File: src/rtl/delay_line_arb_pkg.sv
// Shared types and constants for the delay-line arbiter.
// Contents: FSM state enum, default per-edge timeout, latency monitor width.
package delay_line_arb_pkg;

  typedef enum logic [1:0] {
    IDLE = 2'd0,
    RISE = 2'd1,
    ACKH = 2'd2,
    FALL = 2'd3
  } dlaState_e;

  localparam int unsigned DefaultTimeout = 200;
  localparam int unsigned LatW           = 16;

endpackage

File: src/rtl/dla_rr_pick.sv
// Combinational round-robin picker: first set request at or after ptr, wrapping.
// Ports:
//   reqVec  - request vector (N_REQ bits)
//   ptr     - round-robin start index
//   pick_c  - selected requester index (valid only when valid_c)
//   valid_c - at least one request is set
module dla_rr_pick
  import delay_line_arb_pkg::*;
#(
  parameter int unsigned N_REQ = 4,
  parameter int unsigned IdW   = 2
) (
  input  logic [N_REQ-1:0] reqVec,
  input  logic [IdW-1:0]   ptr,
  output logic [IdW-1:0]   pick_c,
  output logic             valid_c
);

  // Scan from the farthest offset back to ptr so the nearest set bit wins.
  always_comb begin
    int unsigned idx;
    logic [IdW-1:0] idxN;
    pick_c  = '0;
    valid_c = 1'b0;
    idx     = 0;
    idxN    = '0;
    for (int i = int'(N_REQ) - 1; i >= 0; i--) begin
      idx = 32'(ptr) + 32'(i);
      if (idx >= N_REQ) idx = idx - N_REQ;
      idxN = IdW'(idx);
      if (reqVec[idxN]) begin
        pick_c  = idxN;
        valid_c = 1'b1;
      end
    end
  end

endmodule

File: src/rtl/delay_line_arbiter.sv
// Round-robin arbiter sharing one asynchronous matched-delay line among
// N_REQ 4-phase requesters. Launches the line, synchronises its return into
// clk, acks the granted requester and guards each line edge with a timeout.
// Optional latency monitor enabled by macro DELAY_LINE_ARB_LATMON_EN.
// Ports:
//   clk, rst (async active-low)
//   req[N_REQ]      - 4-phase requests (clk-synchronous)
//   ack[N_REQ]      - 4-phase acknowledges, one-hot or zero
//   dly_launch      - delay line input
//   dly_return      - delay line output (asynchronous)
//   grant_id        - current or last granted requester
//   busy            - FSM not idle
//   timeout_err     - sticky edge-timeout flag, cleared by err_clr
//   err_clr         - clear pulse for timeout_err (a same-cycle timeout wins)
//   lat_cycles/lat_valid - launch-to-return cycle count and capture strobe
//                          (only with DELAY_LINE_ARB_LATMON_EN)
module delay_line_arbiter
  import delay_line_arb_pkg::*;
#(
  parameter int unsigned N_REQ       = 4,
  parameter int unsigned SYNC_STAGES = 2,
  parameter int unsigned TO_W        = 8,
  parameter int unsigned TIMEOUT     = DefaultTimeout,
  localparam int unsigned IdW        = (N_REQ > 1) ? $clog2(N_REQ) : 1
) (
  input  logic             clk,
  input  logic             rst,
  input  logic [N_REQ-1:0] req,
  output logic [N_REQ-1:0] ack,
  output logic             dly_launch,
  input  logic             dly_return,
  output logic [IdW-1:0]   grant_id,
  output logic             busy,
  output logic             timeout_err,
  input  logic             err_clr
`ifdef DELAY_LINE_ARB_LATMON_EN
  ,
  output logic [LatW-1:0]  lat_cycles,
  output logic             lat_valid
`endif
);

  localparam logic [TO_W-1:0] CntLast = TO_W'(TIMEOUT - 1);

  dlaState_e               state, stateNext;
  logic [SYNC_STAGES-1:0]  syncQ;
  logic                    retS;
  logic [TO_W-1:0]         cnt, cntNext;
  logic [IdW-1:0]          ptr, ptrNext;
  logic [IdW-1:0]          pick;
  logic                    pickValid;
  logic [N_REQ-1:0]        ackNext;
  logic                    launchNext;
  logic [IdW-1:0]          grantNext;
  logic                    busyNext;
  logic                    errNext;
`ifdef DELAY_LINE_ARB_LATMON_EN
  logic [LatW-1:0]         latCnt, latCntNext;
  logic [LatW-1:0]         latCyclesNext;
  logic                    latValidNext;
`endif

  // Return synchroniser; the only sampler of dly_return.
  always_ff @(posedge clk or negedge rst) begin
    if (!rst) syncQ <= '0;
    else      syncQ <= {syncQ[SYNC_STAGES-2:0], dly_return};
  end
  assign retS = syncQ[SYNC_STAGES-1];

  dla_rr_pick #(
    .N_REQ (N_REQ),
    .IdW   (IdW)
  ) u_pick (
    .reqVec  (req),
    .ptr     (ptr),
    .pick_c  (pick),
    .valid_c (pickValid)
  );

  // State and registered outputs.
  always_ff @(posedge clk or negedge rst) begin
    if (!rst) begin
      state       <= IDLE;
      ack         <= '0;
      dly_launch  <= 1'b0;
      grant_id    <= '0;
      busy        <= 1'b0;
      timeout_err <= 1'b0;
      ptr         <= '0;
      cnt         <= '0;
`ifdef DELAY_LINE_ARB_LATMON_EN
      latCnt      <= '0;
      lat_cycles  <= '0;
      lat_valid   <= 1'b0;
`endif
    end else begin
      state       <= stateNext;
      ack         <= ackNext;
      dly_launch  <= launchNext;
      grant_id    <= grantNext;
      busy        <= busyNext;
      timeout_err <= errNext;
      ptr         <= ptrNext;
      cnt         <= cntNext;
`ifdef DELAY_LINE_ARB_LATMON_EN
      latCnt      <= latCntNext;
      lat_cycles  <= latCyclesNext;
      lat_valid   <= latValidNext;
`endif
    end
  end

  // Next state and next output values.
  always_comb begin
    stateNext  = state;
    ackNext    = ack;
    launchNext = dly_launch;
    grantNext  = grant_id;
    cntNext    = cnt;
    ptrNext    = ptr;
    // Clear first so a timeout detected below overrides it.
    errNext    = err_clr ? 1'b0 : timeout_err;
`ifdef DELAY_LINE_ARB_LATMON_EN
    latCntNext    = latCnt;
    latCyclesNext = lat_cycles;
    latValidNext  = 1'b0;
`endif

    case (state)
      IDLE: begin
        if (pickValid) begin
          grantNext  = pick;
          launchNext = 1'b1;
          cntNext    = '0;
          stateNext  = RISE;
          ptrNext    = (32'(pick) == N_REQ - 1) ? '0 : pick + IdW'(1);
`ifdef DELAY_LINE_ARB_LATMON_EN
          latCntNext = '0;
`endif
        end
      end
      RISE: begin
        if (retS) begin
          ackNext   = N_REQ'(1) << grant_id;
          stateNext = ACKH;
`ifdef DELAY_LINE_ARB_LATMON_EN
          latCyclesNext = latCnt;
          latValidNext  = 1'b1;
`endif
        end else if (cnt == CntLast) begin
          // Degraded completion: ack anyway so the requester cannot hang.
          errNext   = 1'b1;
          ackNext   = N_REQ'(1) << grant_id;
          stateNext = ACKH;
        end else begin
          cntNext = cnt + TO_W'(1);
`ifdef DELAY_LINE_ARB_LATMON_EN
          if (latCnt != '1) latCntNext = latCnt + LatW'(1);
`endif
        end
      end
      ACKH: begin
        if (!req[grant_id]) begin
          launchNext = 1'b0;
          cntNext    = '0;
          stateNext  = FALL;
        end
      end
      FALL: begin
        if (!retS) begin
          ackNext   = '0;
          stateNext = IDLE;
        end else if (cnt == CntLast) begin
          errNext   = 1'b1;
          ackNext   = '0;
          stateNext = IDLE;
        end else begin
          cntNext = cnt + TO_W'(1);
        end
      end
      default: stateNext = IDLE;
    endcase

    busyNext = (stateNext != IDLE);
  end

endmodule

File: config.mk
export PLATFORM = sky130hd
export DESIGN_NAME = delay_line_arbiter
export DESIGN_NICKNAME = d
export VERILOG_FILES = /design/src/rtl/delay_line_arb_pkg.sv /design/src/rtl/dla_rr_pick.sv /design/src/rtl/delay_line_arbiter.sv
export SDC_FILE = /design/constraint.sdc
export NUM_CORES = 1
export LEC_CHECK = 0
export CORE_MARGIN = 1.5
export CORE_UTILIZATION = 40
export CTS_CLUSTER_DIAMETER = 80
export DETAILED_ROUTE_END_ITERATION = 10
export GPL_TIMING_DRIVEN = 0
export PLACE_DENSITY = 0.73
export RECOVER_POWER = 50
export SLEW_MARGIN = 40
export SYNTH_ARGS = -nofsm -noshare
export SYNTH_HDL_FRONTEND = slang
export SYNTH_HIERARCHICAL = 1
export SYNTH_SLANG_ARGS = --single-unit
File: constraint.sdc
create_clock -name clk -period 1.82 [get_ports clk]
set_input_delay 0.182 -clock clk [delete_from_list [all_inputs] [get_ports clk]]
set_output_delay 0.182 -clock clk [all_outputs]
set_load 0.02 [all_outputs]
-- Yosys cells after proc, flatten, opt, wreduce, memory -nomap -nowiden
Cells that the tools add are included.
- shifts and indexed selects: 1
- reduce and logical (&&, ||, !) cells: 8
- equal/unequal tests: 11
- order comparisons: 9
- $add $sub $neg: 9
- muxes and demuxes: 49
- operators with widths (cell ; count):
    8-bit two-way mux ; 5
    8-bit case mux with 4 select lines ; 1
    2-bit two-way mux ; 15
    4-bit two-way mux ; 4
    2-bit by 3-bit < comparator with 1-bit output (second input constant) ; 5
    1-bit two-way mux ; 15
    1-bit binary-select mux with 2-bit select ; 5
    3-bit >= comparator (second input constant) ; 3
    8-bit by 1-bit adder with 8-bit output (second input constant) ; 1
    8-bit equality test (second input constant) ; 1
    2-bit inequality test (second input constant) ; 4
    2-bit case mux with 4 select lines ; 1
    4-bit case mux with 2 select lines ; 1
    2-bit by 1-bit subtractor with 2-bit output (second input constant) ; 4
    2-bit by 2-bit adder with 3-bit output (second input constant) ; 2
    2-bit equality test (second input constant) ; 3
    3-bit inequality test (second input constant) ; 2
    3-bit AND reduction ; 2
    2-bit nonzero test ; 3
    1-bit case mux with 2 select lines ; 2
    4-bit AND reduction ; 1
    1-bit by 2-bit left shift with 4-bit output (first input constant) ; 1
    2-bit by 1-bit adder with 3-bit output (second input constant) ; 1
    2-bit by 3-bit >= comparator with 1-bit output (second input constant) ; 1
    4 further kinds ; 4
- output and inout port bits: 9
- register bits after elaboration: 23

-- Depth between registers and ports, before layout
Gate-level depths: netlist of the first run.
- depth in word-level cells: 12
- depth in mapped cells: 7
- gate-level depth less buffers: 7

-- Modules after synthesis
Netlist of the first run, hierarchy kept.
- by module, submodules not included (module ; cells an instance ; area each (um^2) ; seq. area each (um^2) ; instances):
    delay_line_arbiter ; 100 ; 1144.8 ; 575.6 ; 1
    dla_rr_pick ; 13 ; 77.6 ; 0.0 ; 1

-- Worst setup path before layout of the first run
Ideal clock, no wire load.
- path type: reg2reg
- start: register grant_id[1]
- end: register busy
- setup slack: -0.066 ns
- data required time: 1.682 ns
- arrival: 1.747 ns
- stages on the path, launching flop included: 7
- path buffers: 1
- setup time: 0.138 ns
- cell sequence: dfrtp_1 > clkbuf_2 > mux2i_1 > a221oi_2 > a21boi_4 > inv_2 > or4_1
- longest elaborated chain between the ends: 5
- RTL lines (what ; RTL line ; source):
    from (decl) ; delay_line_arbiter.sv:32 ; output logic [IdW-1:0] grant_id,
    from (signal assigned) ; delay_line_arbiter.sv:100 ; grant_id <= grantNext;
    1-bit binary-select mux with 2-bit select ; delay_line_arbiter.sv:163 ; if (!req[grant_id]) begin
    1-bit two-way mux (implied by the code) ; delay_line_arbiter.sv:163 ;
    2-bit two-way mux ; delay_line_arbiter.sv:163 ;
    2-bit case mux with 4 select lines ; delay_line_arbiter.sv:129 ; case (state)
    net stateNext[0] ; delay_line_arbiter.sv:45 ; dlaState_e state, stateNext;
    2-bit nonzero test ; delay_line_arbiter.sv:184 ; busyNext = (stateNext != IDLE);
    net busyNext ; delay_line_arbiter.sv:55 ; logic busyNext;
    to (signal assigned) ; delay_line_arbiter.sv:101 ; busy <= busyNext;
    to (decl) ; delay_line_arbiter.sv:33 ; output logic busy,
The timed path passes the listed nets, and every way through them passes these cells. The select of a mux whose other input is x is not followed.
A chain may end at the register's enable or synchronous reset.

-- Final worst setup path of the first run
- start: register cnt[3]
- end: register ack[3]
- longest elaborated chain between the ends: 3
- elaborated cells on any way between the ends: 4
- classes of those cells: 3 x eq/ne; 1 x reduce/logical
- RTL lines (what ; RTL line ; source):
    from (decl) ; delay_line_arbiter.sv:48 ; logic [TO_W-1:0] cnt, cntNext;
    from (signal assigned) ; delay_line_arbiter.sv:104 ; cnt <= cntNext;
    8-bit equality test * ; delay_line_arbiter.sv:150, delay_line_arbiter.sv:173 ;
    3-bit inequality test (no line) ; -- ;
    3-bit AND reduction (no line) * ; -- ;
    to (signal assigned) ; delay_line_arbiter.sv:98 ; ack <= ackNext;
    to (decl) ; delay_line_arbiter.sv:29 ; output logic [N_REQ-1:0] ack,
Every way passes the cells marked *; elsewhere a longest branch is shown, timed or not.

==> out/qor.csv, run 1 <==
stage;metric;value;unit
status;status;complete, but fails checks;
status;violations;setup timing;
finish;multiInputGateArea;661;sq um
synthesis;synth.most_common_cell;dfrtp_1;
drt;drt-total-wl;2.77;mm
drt;firstDrtPassIters;6;
synthesis;syn_area;1220;sq um
global_routing;grt_usage;17.4;%
floorplanning;die_width;58.3;microns
setup_path;crit_path_end;ack[3];
synthesis;async_reset_ff_share;100;%
setup_path;crit_fanout;5;
global_routing;grt_max_degree;24;
placement;dpl_cell_area;1430;sq um
setup_path;arrival;2.12;ns
finish;area_growth;31.1;%
finish;final_cell_area;1600;sq um
sta;setup_ws;-0.0980;ns
sta;worstMarginPinSlew;1.26;ns
clock_network;htreeDepth;1;
run;drv_cap;0;
drt;wl_met2;1.40;mm
pwr;vdd_ir_drop_max;0.735;mV
drt;met3_length;102;microns
synthesis;ys_top_cells_by_count;dfrtp_1 (23), nand2_1 (10), a31oi_1 (7), nor2_1 (7);
drt;routed_via_density;5.86;
pwr;p_sw_share;39.6;%
synthesis;syn_avg_cell_area;10.8;sq um
clock_network;cts_inserted_buffers;3;
synthesis;ys_warn_count;6;
setup_path;worstSetupPathType;flop to flop;
synthesis;synth-edff-count;0;
min_path;worstHoldPathType;flop to flop;
finish;fillers;234;
setup_path;critPathLaunch;cnt[3];
synthesis;postSynthCellCount;113;
finish;diodes;0;
placement;port_buffers;16;
floorplanning;rows;19;
pwr;cellPowerDensity;1630;nW/um^2
drt;drc;0;
synthesis;synth.top_cell.area_share;47.1;%
finish;seqCellArea;581;sq um
sta;period_needed;1.92;ns
synthesis;yosysTopAreaCell;dfrtp_1;
finish;drive_above_1_share;28.5;%
placement;hpwl;1.72;mm
synthesis;synth_area_leaders;dfrtp_1 (47%), mux2_1 (3.7%), mux2_2 (3.7%);
drt;postRouteAntennaNets;0;
synthesis;synth_flop_cell;dfrtp_1;
drt;drt_iter0_markers;43;
setup_path;end_kind;flop;
floorplanning;core_area;2830;sq um
global_routing;gr-total-overflow;0;
sta;slew_headroom;16.1;%
synthesis;yosysSeqAreaShare;47.1;%
synthesis;ys_ff_latch;23;
drt;wl_met1;1.19;mm
placement;place.gp.congestion;0.815;
clock_network;clk_pin_slew_worst_paths;0.13;ns
setup_path;required;2.03;ns
pwr;combPwrFrac;57.7;%
floorplanning;ios;17;
floorplanning;start_util;43.2;%
setup_path;critPathLaunchType;flop;
floorplanning;die_h;58.3;microns
setup_path;ff2ff_setup_slack;-0.1;ns
drt;route.vias.total;1026;
pwr;finalPower;0.00261;W
placement;preCtsSetupSlack;-0.473;ns
finish;num-nets-final;155;
global_routing;grt_pass1_vias;1046;
synthesis;synth_cell_types;44;
global_routing;grt_pass1_wl;4.51;mm
sta;finalHoldViolations;0;
pwr;internal_power;0.00158;W
sta;setup_viol;5;
pwr;p_sw;0.00103;W
pwr;total_leakage_power;0.726;nW
setup_path;ff2ff_path_depth;5;
sta;fin_crit_sh;105;%
setup_path;rr_startpoint;cnt[3];
pwr;seqPwrFrac;33.0;%
sta;rsz0062_at_grt;true;
sta;fmax;521;MHz
clock_network;numClockSinks;23;
clock_network;insertion_delay;0.32;ns
clock_network;ctsRootBufferMaster;clkbuf_4;
synthesis;synthesis.nets;123;
drt;highest_layer;met4;
setup_path;reg2reg_to;ack[3];
clock_network;cts_buffer_depth;2;
sta;clock_skew;0.0130;ns
pwr;p_clk_share;9.2;%
global_routing;antenna_found_initial;0;
drt;wl_per_cell;15.8;microns
floorplanning;die_area;3400;sq um
clock_network;cts_tree;yes;
sta;slew_viol_final;0;
## what timing repair did
action                                  in CTS  in global routing
setup buffers                                8                  4
resized for setup                           10                  8
hold endpoints to repair                    23                  0
endpoints found under the setup margin       6                  8
hold buffers                                 1                  0
pin swaps                                    6                  8
## sequential cells by signal, summed over array words and instances (netlist names)
signal	flops
ack	4
cnt	8
state	2
timeout_err	1
ptr	2
grant_id	2
syncQ	2
busy	1
dly_launch	1
## worst min-delay path by stage
stage / start / to / cells after the start
6_report: syncQ[0] / syncQ[1] / 0
5_1_grt: syncQ[0] / syncQ[1] / 0
4_1_cts: dly_return / syncQ[0] / 1
3_5_place_dp: rst / cnt[6] / 1
3_3_place_gp: syncQ[0] / syncQ[1] / 0
2_1_floorplan: rst / ack[0] / 0
## power groups by stage
| stage | Clock, W | Sequential [W] | Combinational [W] |
|---|---|---|---|
| 2_1_floorplan | 0 | 0.000917 | 0.000799 |
| 4_1_cts | 0.000244 | 0.000855 | 0.00142 |
| 3_5_place_dp | 0 | 0.000859 | 0.00123 |
| 3_3_place_gp | 0 | 0.000846 | 0.00119 |
| 5_1_grt | 0.000272 | 0.000888 | 0.00161 |
| 6_report | 0.000241 | 0.000861 | 0.00151 |
## final cells by class
class,instances,area share [%]
Buffer,3,1.64
Clock buffer,4,1.64
Inverter,3,0.703
Multi-Input combinational cell,82,41.2
Tap cell,31,2.42
Timing Repair Buffer,29,16.2
Sequential cell,23,36.2
## layout by cell type (no fill, tap or decap), types with 2 or more instances in the layout
| master | n |
|---|---|
| buf_6 | 2 |
| ha_1 | 2 |
| o21ai_0 | 3 |
| a21o_1 | 2 |
| a31oi_1 | 6 |
| and3b_1 | 2 |
| clkbuf_4 | 3 |
| buf_4 | 12 |
| clkdlybuf4s50_1 | 12 |
| a21oi_1 | 2 |
| nand2b_1 | 4 |
| and3_1 | 4 |
| dfrtp_1 | 19 |
| a41oi_1 | 2 |
| inv_1 | 2 |
| dlygate4sd3_1 | 2 |
| nor3b_1 | 2 |
| mux2i_1 | 2 |
| nor2_1 | 6 |
| clkbuf_1 | 3 |
| nand2_1 | 10 |
| nand3_1 | 2 |
| mux2_2 | 4 |
| dlymetal6s2s_1 | 2 |
| dfrtp_2 | 4 |
| a211oi_1 | 2 |
| mux2_4 | 4 |
## routing by layer
| layer | up-vias | global-route usage, % |
|---|---|---|
| met5 | - | 0 |
| met4 | 0 | 9.30 |
| met3 | 6 | 1.34 |
| met2 | 32 | 29.4 |
| met1 | 507 | 21.9 |
| li1 | 481 | - |
## worst max-delay path: stages, from the launching register on
cell and delay [ns]:
dfrtp_2 0.45, nor4b_4 0.29, nand4_1 0.29, buf_4 0.24, a21bo_4 0.23, mux2_4 0.30
## cells by family (layout without fill, tap and decap cells)
logic type	count (synthesis)	count (layout)	share of synthesized area (%)
xor+xnor	1	1	0.717
fa+ha+maj	2	2	2.05
flops	23	23	47.1
buf+inv	8	39	3.58
compound gates	26	26	16.6
mux	11	11	9.83
simple gates	42	42	20.2
## stage by stage
step	setup TNS, ns	cells	util (%)	hold WS (ns)
2_1_floorplan	-0.0617	113	-	-0.114
3_3_place_gp	-1.46	160	50.6	0.333
3_5_place_dp	-1.85	160	50.4	0.186
4_1_cts	-0.340	172	55.0	0.292
5_1_grt	-0.657	175	56.7	0.375
6_report	-0.466	175	56.7	0.361
Power figures use the tool's default switching activity.
==> run 2, diff against run 1 <==
SETUP_SLACK_MARGIN = 0.15   (was not set)
==> run 2 against run 1 <==
Net effect: the run ends with DRC, setup timing left; first-iteration DRC count up 9.3%; final cell count grew 5.7%; register-to-register slack lost 0.03 ns; final area rose by 9.6%; clock power grew 3%; critical path type unchanged; highest routed layer unchanged.
==> out/qor.csv, run 2 (synthesis gave the netlist of run 1 again) <==
stage;metric;value;unit
clock_network;numClockSinks;23;
sta;fmax;515;MHz
global_routing;grt_pass1_vias;1086;
setup_path;end_kind;flop;
pwr;total_leakage_power;0.785;nW
drt;firstDrtPassIters;7;
finish;largest_register;cnt;
sta;period_needed;1.94;ns
floorplanning;ios;17;
sta;setup_viol;4;
finish;diodes;0;
clock_network;cts_inserted_buffers;3;
clock_network;cts_tree;yes;
pwr;cellPowerDensity;1700;nW/um^2
sta;slew_headroom;16.4;%
setup_path;critPathLaunch;grant_id[1];
setup_path;cp_top_family;compound AO/OA/AOI/OAI gates;
drt;routed_via_density;5.74;
setup_path;crit_buf_inv;2;
drt;drt_iter0_markers;47;
floorplanning;rows;19;
clock_network;clk_pin_slew_worst_paths;0.13;ns
floorplanning;start_util;43.2;%
finish;final_util;62.1;%
finish;reg_top3;cnt: 8 flops, ack: 4 flops;
setup_path;crit_cells;6;
floorplanning;die_width;58.3;microns
sta;finalHoldViolations;0;
sta;clock_skew;0.00457;ns
floorplanning;die_area;3400;sq um
finish;final_cell_mix;buf_4 (18), dfrtp_1 (18), clkdlybuf4s50_1 (14), nand2_1 (10), nor2_1 (7);
status;violations;DRC, setup timing;
setup_path;crit_chain;clkbuf_8, mux2i_2, a221oi_2, a21boi_4, inv_2, or4_4;
setup_path;worstSetupPathType;flop to flop;
global_routing;grt_max_degree;24;
drt;postRouteAntennaNets;0;
clock_network;insertion_delay;0.33;ns
setup_path;ff2ff_setup_slack;-0.12;ns
finish;drive_above_1_share;38.3;%
sta;fin_crit_sh;107;%
clock_network;ctsRootBufferMaster;clkbuf_4;
min_path;worstHoldPathType;flop to flop;
sta;setup_ws;-0.124;ns
sta;worstMarginPinSlew;1.25;ns
placement;preCtsSetupSlack;-0.474;ns
setup_path;crit_fanout;3;
setup_path;crit_path_end;busy;
drt;wl_per_cell;17.0;microns
pwr;vdd_ir_drop_max;0.733;mV
global_routing;gr-total-overflow;0;
setup_path;arrival;2.16;ns
setup_path;slowest_delay;0.43;ns
finish;fillers;217;
sta;finalSetupTns;-0.295;ns
sta;slew_viol_final;0;
setup_path;critPathLaunchType;flop;
clock_network;htreeDepth;1;
setup_path;cpMaxStageDelayCell;dfrtp_2;
global_routing;grt_pass1_wl;4.77;mm
finish;largest_reg_flops;8;
run;drv_cap;0;
setup_path;ff2ff_path_depth;6;
drt;drt-total-wl;3.14;mm
floorplanning;core_area;2830;sq um
drt;route.vias.total;1061;
setup_path;reg2reg_to;busy;
global_routing;antenna_found_initial;0;
setup_path;rr_startpoint;grant_id[1];
finish;area_growth;43.7;%
floorplanning;die_h;58.3;microns
finish;seqCellArea;582;sq um
finish;num-nets-final;165;
drt;drc;2;
status;status;complete, but fails checks;
setup_path;required;2.04;ns
global_routing;grt_usage;18.5;%
sta;rsz0062_at_grt;true;
clock_network;cts_buffer_depth;2;
finish;multiInputGateArea;723;sq um
placement;port_buffers;16;
placement;hpwl;1.78;mm
placement;place.gp.congestion;0.834;
## run 2: changes by cell type in the layout (fill, tap and decap cells not counted), moves of 2 or more
cell / previous run / this run
buf_4: 12 / 18
a31oi_4: 0 / 3
buf_6: 2 / 5
a31oi_1: 6 / 4
clkbuf_1: 3 / 1
clkdlybuf4s50_1: 12 / 14
dlymetal6s2s_1: 2 / 0
## run 2: through the flow
stage	cells	hold WS (ns)	area (sq um)	total power (W)
floorplan	113	-0.114	1250	0.00173
global placement	160	0.333	1450	0.00205
detailed placement	160	0.185	1440	0.00211
CTS	178	0.280	1590	0.00260
global route	185	0.386	1760	0.00316
finish	185	0.366	1760	0.00298
## run 2: worst min path at each step
stage / start / end / slack, ns / cells after the start
2_1_floorplan: rst / ack[0] / -0.11 / 0
3_3_place_gp: syncQ[0] / syncQ[1] / 0.33 / 0
3_5_place_dp: rst / cnt[3] / 0.19 / 1
4_1_cts: dly_return / syncQ[0] / 0.28 / 1
5_1_grt: syncQ[0] / syncQ[1] / 0.39 / 0
6_report: syncQ[0] / syncQ[1] / 0.37 / 0
## run 2: what timing repair did
item	CTS	global route
setup endpoints to repair	11	16
buffers inserted	13	7
hold endpoints to repair	23	0
hold buffers	1	0
gates resized for setup	3	26
pin swaps	4	3
## run 2: area by class of cell
class | count | share of cell area (%)
plain buffers | 5 | 2.78
well taps | 31 | 2.21
repair buffers | 37 | 18.5
clock buffers | 3 | 1.28
inverters | 3 | 0.641
clock inverters | 1 | 0.285
flip-flops and latches | 23 | 33.1
multi-input cells | 82 | 41.2
## run 2: worst register-to-register path, delay by kind of cell, from the launching register on
family                 cells  cell delay (ns)
AO/OA/AOI/OAI              2             0.63
flip-flops                 1             0.43
multiplexers               1             0.16
buffers and inverters      2             0.22
AND/OR/NAND/NOR            1             0.40
## run 2: where the power goes
group | switching, W | leakage [nW] | total, W | internal (W)
Sequential | 0.000175 | 0.283 | 0.000877 | 0.000702
Combinational | 0.000854 | 0.484 | 0.00186 | 0.00100
Clock | 0.000166 | 0.0177 | 0.000248 | 0.0000826
## run 2: metal layers
metal | vias up | share of wire, % | GRT usage, %
li1 | 498 | - | -
met1 | 521 | 46 | 23.4
met2 | 33 | 48 | 30.0
met3 | 9 | 4.1 | 1.79
met4 | 0 | 2.5 | 12.0
met5 | - | 0 | 0
==> run 3, diff against run 2 <==
PLACE_DENSITY = not set   (was 0.73)
==> run 3 against run 2 <==
Net effect: the run still ends with DRC, setup timing left; clock skew decreased by 0.0021 ns; sequential power decreased by 1%; sequential share of layout area increased by 1.9 points; hold slack about the same; setup slack improved by 0.079 ns; clock power decreased by 3%; flip-flop and latch count unchanged; via count decreased by 4.8%; largest power group unchanged.
==> out/qor.csv, run 3 (synthesis gave the netlist of run 1 again) <==
stage;metric;value;unit
pwr;vdd_ir_drop_max;0.782;mV
finish;area_growth;35.7;%
sta;clock_skew;0.00244;ns
placement;port_buffers;16;
sta;hold_ws;0.366;ns
finish;diodes;0;
floorplanning;rows;19;
finish;num-nets-final;157;
setup_path;cpMaxStageDelayCell;dfrtp_2;
setup_path;critPathLaunchType;flop;
drt;routed_via_density;5.71;
sta;finalSetupTns;-0.0492;ns
setup_path;crit_chain;buf_8, mux2i_2, a221oi_4, a21boi_4, inv_2, or4_4;
setup_path;arrival;2.06;ns
clock_network;numClockSinks;23;
floorplanning;core_area;2830;sq um
drt;postRouteAntennaNets;0;
global_routing;grt_pass1_wl;4.24;mm
clock_network;cts_inserted_buffers;3;
setup_path;required;2.01;ns
sta;worstMarginPinSlew;1.23;ns
finish;drive_above_1_share;32.2;%
setup_path;slowest_delay;0.43;ns
status;violations;DRC, setup timing;
global_routing;gr-total-overflow;0;
global_routing;grt_pass1_vias;949;
sta;slew_viol_final;0;
finish;final_cell_mix;dfrtp_1 (19), clkdlybuf4s50_1 (14), buf_4 (12), nand2_1 (10), nor2_1 (7);
sta;fin_crit_sh;102;%
floorplanning;start_util;43.2;%
sta;setup_ws;-0.0448;ns
sta;slew_headroom;18.1;%
pwr;total_leakage_power;0.737;nW
clock_network;cts_tree;yes;
sta;setup_viol;3;
finish;final_cell_area;1660;sq um
placement;dpl_cell_area;1440;sq um
sta;period_needed;1.86;ns
placement;place.gp.congestion;0.786;
clock_network;cts_buffer_depth;2;
floorplanning;die_area;3400;sq um
setup_path;worstSetupPathType;flop to flop;
finish;largest_reg_flops;8;
drt;wl_per_cell;15.0;microns
drt;drt-total-wl;2.65;mm
pwr;finalPower;0.00274;W
status;status;complete, but fails checks;
setup_path;crit_fanout;7;
run;drv_cap;0;
sta;fmax;536;MHz
finish;reg_top3;cnt: 8 flops, ack: 4 flops;
drt;route.vias.total;1010;
global_routing;grt_usage;16.2;%
floorplanning;die_width;58.3;microns
clock_network;clk_pin_slew_worst_paths;0.13;ns
floorplanning;die_h;58.3;microns
clock_network;htreeDepth;1;
sta;rsz0062_at_grt;true;
drt;firstDrtPassIters;7;
floorplanning;ios;17;
min_path;worstHoldPathType;flop to flop;
pwr;cellPowerDensity;1650;nW/um^2
setup_path;end_kind;flop;
finish;largest_register;cnt;
drt;drt_iter0_markers;45;
clock_network;ctsRootBufferMaster;clkbuf_4;
global_routing;grt_max_degree;24;
finish;mostFrequentLayoutCell;dfrtp_1;
clock_network;insertion_delay;0.31;ns
drt;drc;1;
setup_path;ff2ff_setup_slack;-0.04;ns
placement;hpwl;1.69;mm
global_routing;antenna_found_initial;0;
sta;finalHoldViolations;0;
run 3: per-layer routing:
metal	up-vias	share of wire, %	track usage [%]
li1	489	-	-
met2	21	47	25.8
met1	498	49	22.4
met3	2	3.8	2.23
met4	0	0.64	5.65
met5	-	0	0
run 3: metrics by stage:
step	setup WS, ns	std cells	util, %
floorplan	-0.0617	113	-
global placement	-0.474	160	51.1
detailed placement	-0.504	160	51.0
CTS	-0.0493	176	56.8
global route	-0.0967	177	58.6
finish	-0.0448	177	58.6
run 3: final timing paths:
kind                        startpoint          end  depth (start not counted)
setup reg to reg           grant_id[1]         busy                          6
min in group asynchronous          rst       cnt[7]                          2
max in group asynchronous          rst  grant_id[0]                          2
hold reg to reg               syncQ[0]     syncQ[1]                          0
hold / removal                syncQ[0]     syncQ[1]                          0
setup / recovery           grant_id[1]         busy                          6
run 3: area by class of cell:
cell class | instances | area [sq um]
tap | 31 | 38.8
clock buffer | 4 | 26.3
fill | 229 | 1170
sequential | 23 | 581
inverter | 3 | 11.3
multi-input combinational | 82 | 694
timing repair buffer | 29 | 254
buffer | 5 | 53.8
run 3: worst max-delay path: cells and delay by family, from the launching register on:
family,cells,cell delay (ns)
compound gates,2,0.55
flops,1,0.43
simple gates,1,0.41
buf+inv,2,0.18
mux,1,0.17
run 3: report_power, final:
part / internal (W) / switching, W
Clock: 0.0000854 / 0.000155
Combinational: 0.000892 / 0.000743
Sequential: 0.000700 / 0.000167
Total: 0.00168 / 0.00107
run 3: timing repair:
item | CTS | global route
resized for setup | 14 | 9
pin swaps | 5 | 3
setup endpoints to repair | 11 | 15
buffers inserted | 11 | 1
endpoints found under the hold margin | 23 | 0
hold buffers | 1 | 0
gates cloned | 0 | 0
==> RTL edit 1: new RTL, flow settings as in run 3 <==
Make the reset (`rst`) synchronous in 2 clocked blocks. Comments in the files are not updated.
--- a/src/rtl/delay_line_arbiter.sv
+++ b/src/rtl/delay_line_arbiter.sv
@@ -63,3 +63,3 @@
   // Return synchroniser; the only sampler of dly_return.
-  always_ff @(posedge clk or negedge rst) begin
+  always_ff @(posedge clk) begin
     if (!rst) syncQ <= '0;
@@ -80,3 +80,3 @@
   // State and registered outputs.
-  always_ff @(posedge clk or negedge rst) begin
+  always_ff @(posedge clk) begin
     if (!rst) begin
Behaviour: differs if rst is asserted again (counterexample within 4 cycles, from zero or initial values and one cycle with rst low); with rst held inactive, the same outputs for 10 cycles.
==> RTL edit 1 against run 3 <==
The run ends with design-rule violations left; sequential cell count stayed put; synthesized area is 2.1% lower; final area is 7.8% lower; routed wire length is 5.4% higher; worst setup slack better by 0.24 ns; critical path type unchanged.
Power is not compared: it rests on default switching activity, and its combinational part moved more than twofold at a synthesized area within 25%.
==> RTL edit 1: results (changes against run 3) <==
| Metric | Value |
|---|---|
| FF-to-FF path depth | `5 (-1)` |
| WHS Path Cells | `5 (+5)` |
| Worst path max stage delay | `0.40 ns (-0.03 ns)` |
| Placed cell count | `190 (+19%)` |
| Arr. time, crit path | `1.88 ns (-0.18 ns)` |
| Syn_nets | `153 (+24%)` |
| DPL Wire Length | `1880 um (+11%)` |
| Number of library cell types mapped by synthesis | `38 (-14%)` |
| Gp weighted congestion | `0.835 (+6.2%)` |
| DR WL/cell | `13.9 um (-7.2%)` |
| Syn avg cell area | `8.36 um^2 (-23%)` |
| Class of the worst hold path | `input pin to flip-flop` |
| Failing checks | `design-rule violations` |
| First-pass GRT wire length | `4750 um (+12%)` |
| Reg2Reg Launch Point | `cnt[5]` |
| Dpl ws | `-0.291 ns (+0.212 ns)` |
| Worst Hold End | `grant_id[1]` |
| # setup viols final | `0 (-3)` |
| Via count | `1,124 (+11%)` |
| Clock Skews | `0.000729 ns (-0.00171 ns)` |
| Asr flop ratio synth | `0% (-100 points)` |
| Reg2reg end | `cnt[1]` |
| GRT Total Usage | `18.3% (+2.2 points)` |
| Seq/Total Area, Yosys | `38.5% (-8.6 points)` |
| Top FF cell, synth | `dfxtp_1` |
| DRC Markers | `2 (+1)` |
| Worst path slowest cell | `or3b_4` |
| Hold path start | `req[2]` |
| Status | `complete, but fails checks` |
| Post-Layout Cell Count | `201 (+14%)` |
RTL edit 1: cell count changes after synthesis, moves of 5 or more:
cell     change
a21oi_1     +11
nor3_1       +6
a31oi_1      -6
nand2_1     +10
dfxtp_1     +23
dfrtp_1     -23
o21ai_0      +8
o21a_1       +5
RTL edit 1: metrics by stage:
step	hold slack (ns)	power [mW]	area [um^2]
finish	0.353	1.03	1530
global placement	0.417	0.784	1400
global route	0.395	1.10	1530
detailed placement	0.419	0.788	1400
CTS	0.435	1.03	1480
floorplan	0.309	0.710	1200
RTL edit 1: cell families (layout without fill, tap and decap cells):
family                   after synthesis  count (layout)  share of synthesized area, %
AND/OR/NAND/NOR                       60              60                          25.5
XOR/XNOR                               1               1                         0.732
flip-flops                            23              23                          38.5
AO/OA/AOI/OAI                         45              45                          26.7
multiplexers                           3               3                          3.56
adder cells (fa/ha/maj)                2               2                          2.09
buffers and inverters                  9              36                          2.93
RTL edit 1: per-layer routing:
| layer | track usage (%) | routed length [um] | part of all wire (%) |
|---|---|---|---|
| met1 | 27.6 | 1410 | 50 |
| met2 | 26.8 | 1180 | 42 |
| met3 | 2.23 | 151 | 5.4 |
| met4 | 6.98 | 46 | 1.6 |
| met5 | 0 | 0 | 0 |
RTL edit 1: critical path: cells and delay by family (launching register included):
family | cells | cell delay (ns)
and+or+nand+nor | 2 | 0.66
DFF | 1 | 0.36
AOI/OAI and AO/OA | 1 | 0.21
buffers and inverters | 1 | 0.16
muxes | 1 | 0.17
RTL edit 1: final cells by class:
| type | count | area (um^2) | share of cell area, % |
|---|---|---|---|
| clock buffers | 4 | 26.3 | 1.72 |
| flip-flops and latches | 23 | 475 | 31.1 |
| inverters | 3 | 11.3 | 0.736 |
| repair buffers | 23 | 218 | 14.2 |
| plain buffers | 6 | 26.3 | 1.72 |
| well taps | 31 | 38.8 | 2.53 |
| multi-input cells | 111 | 734 | 48.0 |
RTL edit 1: worst max path at each step:
stage / startpoint / end / slack (ns) / cells after the start
final: cnt[5] / cnt[1] / 0.19 / 5
after global routing: cnt[5] / cnt[6] / 0.14 / 5
after CTS: cnt[4] / cnt[1] / 0.14 / 5
after detailed placement: req[3] / cnt[7] / -0.29 / 8
after global placement: req[3] / cnt[7] / -0.26 / 8
after floorplan: grant_id[0] / cnt[7] / 0.15 / 4
RTL edit 1: power by group:
part           internal, mW  switching, mW  leakage, nW
Sequential            0.528         0.0300        0.192
Combinational         0.100          0.132        0.363
Clock                0.0856          0.155       0.0150
RTL edit 1: timing repair:
action	CTS	global route
setup endpoints to repair	11	15
pin swaps	2	4
setup buffers	6	1
gates resized for setup	11	21
==> RTL edit 2: new RTL, settings of run 3 <==
Made on the original files. `N_REQ` is set to 4 in 2 places; all go to 16. Comments in the files are not updated.
--- a/src/rtl/dla_rr_pick.sv
+++ b/src/rtl/dla_rr_pick.sv
@@ -9,3 +9,3 @@
 #(
-  parameter int unsigned N_REQ = 4,
+  parameter int unsigned N_REQ = 16,
   parameter int unsigned IdW   = 2
--- a/src/rtl/delay_line_arbiter.sv
+++ b/src/rtl/delay_line_arbiter.sv
@@ -19,3 +19,3 @@
 #(
-  parameter int unsigned N_REQ       = 4,
+  parameter int unsigned N_REQ       = 16,
   parameter int unsigned SYNC_STAGES = 2,
Interface: changed (resized ack, grant_id and req); port bits go from 17 to 43. The function was not compared with the original's and may differ.
==> RTL edit 2 against run 3 <==
The flow finishes with violations (negative setup slack); count of clock-buffer cells in the layout rose by 4; synthesized area rose to 3.5 times the old value; sequential share of layout area fell by 19 points; routed wire length rose to 5.3 times the old value; sequential cell count rose by 16; final area rose to 3.7 times the old value; via count rose to 4.1 times the old value; worst setup slack got worse by 1.9 ns.
Power is not shown: default switching activity piles up to over one toggle a cycle in this logic, so the estimate is an artifact.
==> RTL edit 2: results (changes against run 3) <==
| Metric | Value |
|---|---|
| Worst path top cell family by delay | `multiplexers` |
| TNS Setup | `-35.16 ns (-35.11 ns)` |
| Met1 global-route usage | `29.5% (+7.1 points)` |
| FF-to-FF path depth | `17 (+11)` |
| Number of H-tree levels | `2 (+1)` |
| Slack of the critical path | `-1.95 ns (-1.90 ns)` |
| Seq/Total Area, Yosys | `22.6% (-25 points)` |
| Dpl ws | `-2.47 ns (-1.97 ns)` |
| Placed cell count | `616 (+290%)` |
| Pre-antenna DRT Iters | `6 (-1)` |
| # setup viols final | `21 (+18)` |
| Regs by FF count | `ack x16, cnt x8` |
| Worst-path clk slew | `0.08 ns (-0.05 ns)` |
| # fillers | `903 (+290%)` |
| Synth top area cells | `dfrtp_1, mux4_2, mux2i_1, mux2_2, nand2_1` |
| Post-CTS Setup Repair Bufs | `26 (+15)` |
| DPL Wire Length | `9570 um (+470%)` |
| Worst path max stage delay | `0.41 ns (-0.02 ns)` |
| Post-Layout Cell Count | `678 (+280%)` |
| DP Area | `0.00511 mm^2 (+250%)` |
| Start point of the critical path | `ptr[0]` |
| Data buffer area share | `19.8% (+1.3 points)` |
| Worst-margin pin slew | `0.997 ns (-0.231 ns)` |
| DR WL/cell | `20.6 um (+38%)` |
| Clock Network Area Fraction | `1.63% (+0.045 points)` |
| Inverters | `17 (+14)` |
| Number of library cell types mapped by synthesis | `75 (+70%)` |
| Met3 WL | `725 um (+620%)` |
| Failing checks | `negative setup slack` |
| Worst path slowest cell | `dfrtp_1` |
| TritonCTS buffer count | `5 (+2)` |
| Post-synth top cells | `nand2_1, dfrtp_1, mux2i_1, mux4_2, mux2_2` |
| Nets | `570 (+260%)` |
| Clkbuf count | `8 (+4)` |
| P&R area growth vs syn | `42.1%` |
| Reg2reg end | `ptr[1]` |
| Status | `complete, but fails checks` |
| Share of layout cells above drive strength 1 | `41.1% (+9.0 points)` |
| Met3 Resource Use GR | `3.59% (+1.4 points)` |
| Routing usage on met2 | `44.3% (+18 points)` |
| Nonclk buf count | `122 (+260%)` |
| Post-CTS resize count | `73 (+59)` |
| Gp weighted congestion | `0.940 (+20%)` |
| Initial DRC Count | `186 (+310%)` |
[RTL edit 2: cell types whose count changed after synthesis, sizes merged, moves of 13 or more]
cell	run 3	this run
nand3	2	16
o21ai	3	16
dfrtp	23	39
mux2i	3	42
o31ai	0	17
mux2	8	24
a21oi	2	22
mux4	0	30
nand2	10	43
inv	3	16
[RTL edit 2: cells by family after synthesis]
group,synth area share [%]
compound gates,19.8
xor+xnor,3.79
fa+ha+maj,2.60
buf+inv,5.12
flops,22.6
mux,32.3
simple gates,13.8
[RTL edit 2: worst reg2reg max path, cell delays in order (launching register included)]
cell,delay (ns)
dfrtp_1,0.41
buf_8,0.13
buf_8,0.12
buf_12,0.13
inv_12,0.05
ha_4,0.19
buf_8,0.14
buf_8,0.12
mux4_2,0.34
buf_6,0.15
mux2_4,0.29
mux2_4,0.31
a311o_1,0.32
a21oi_2,0.13
a211oi_2,0.08
o211a_2,0.30
ha_4,0.22
mux2_4,0.24
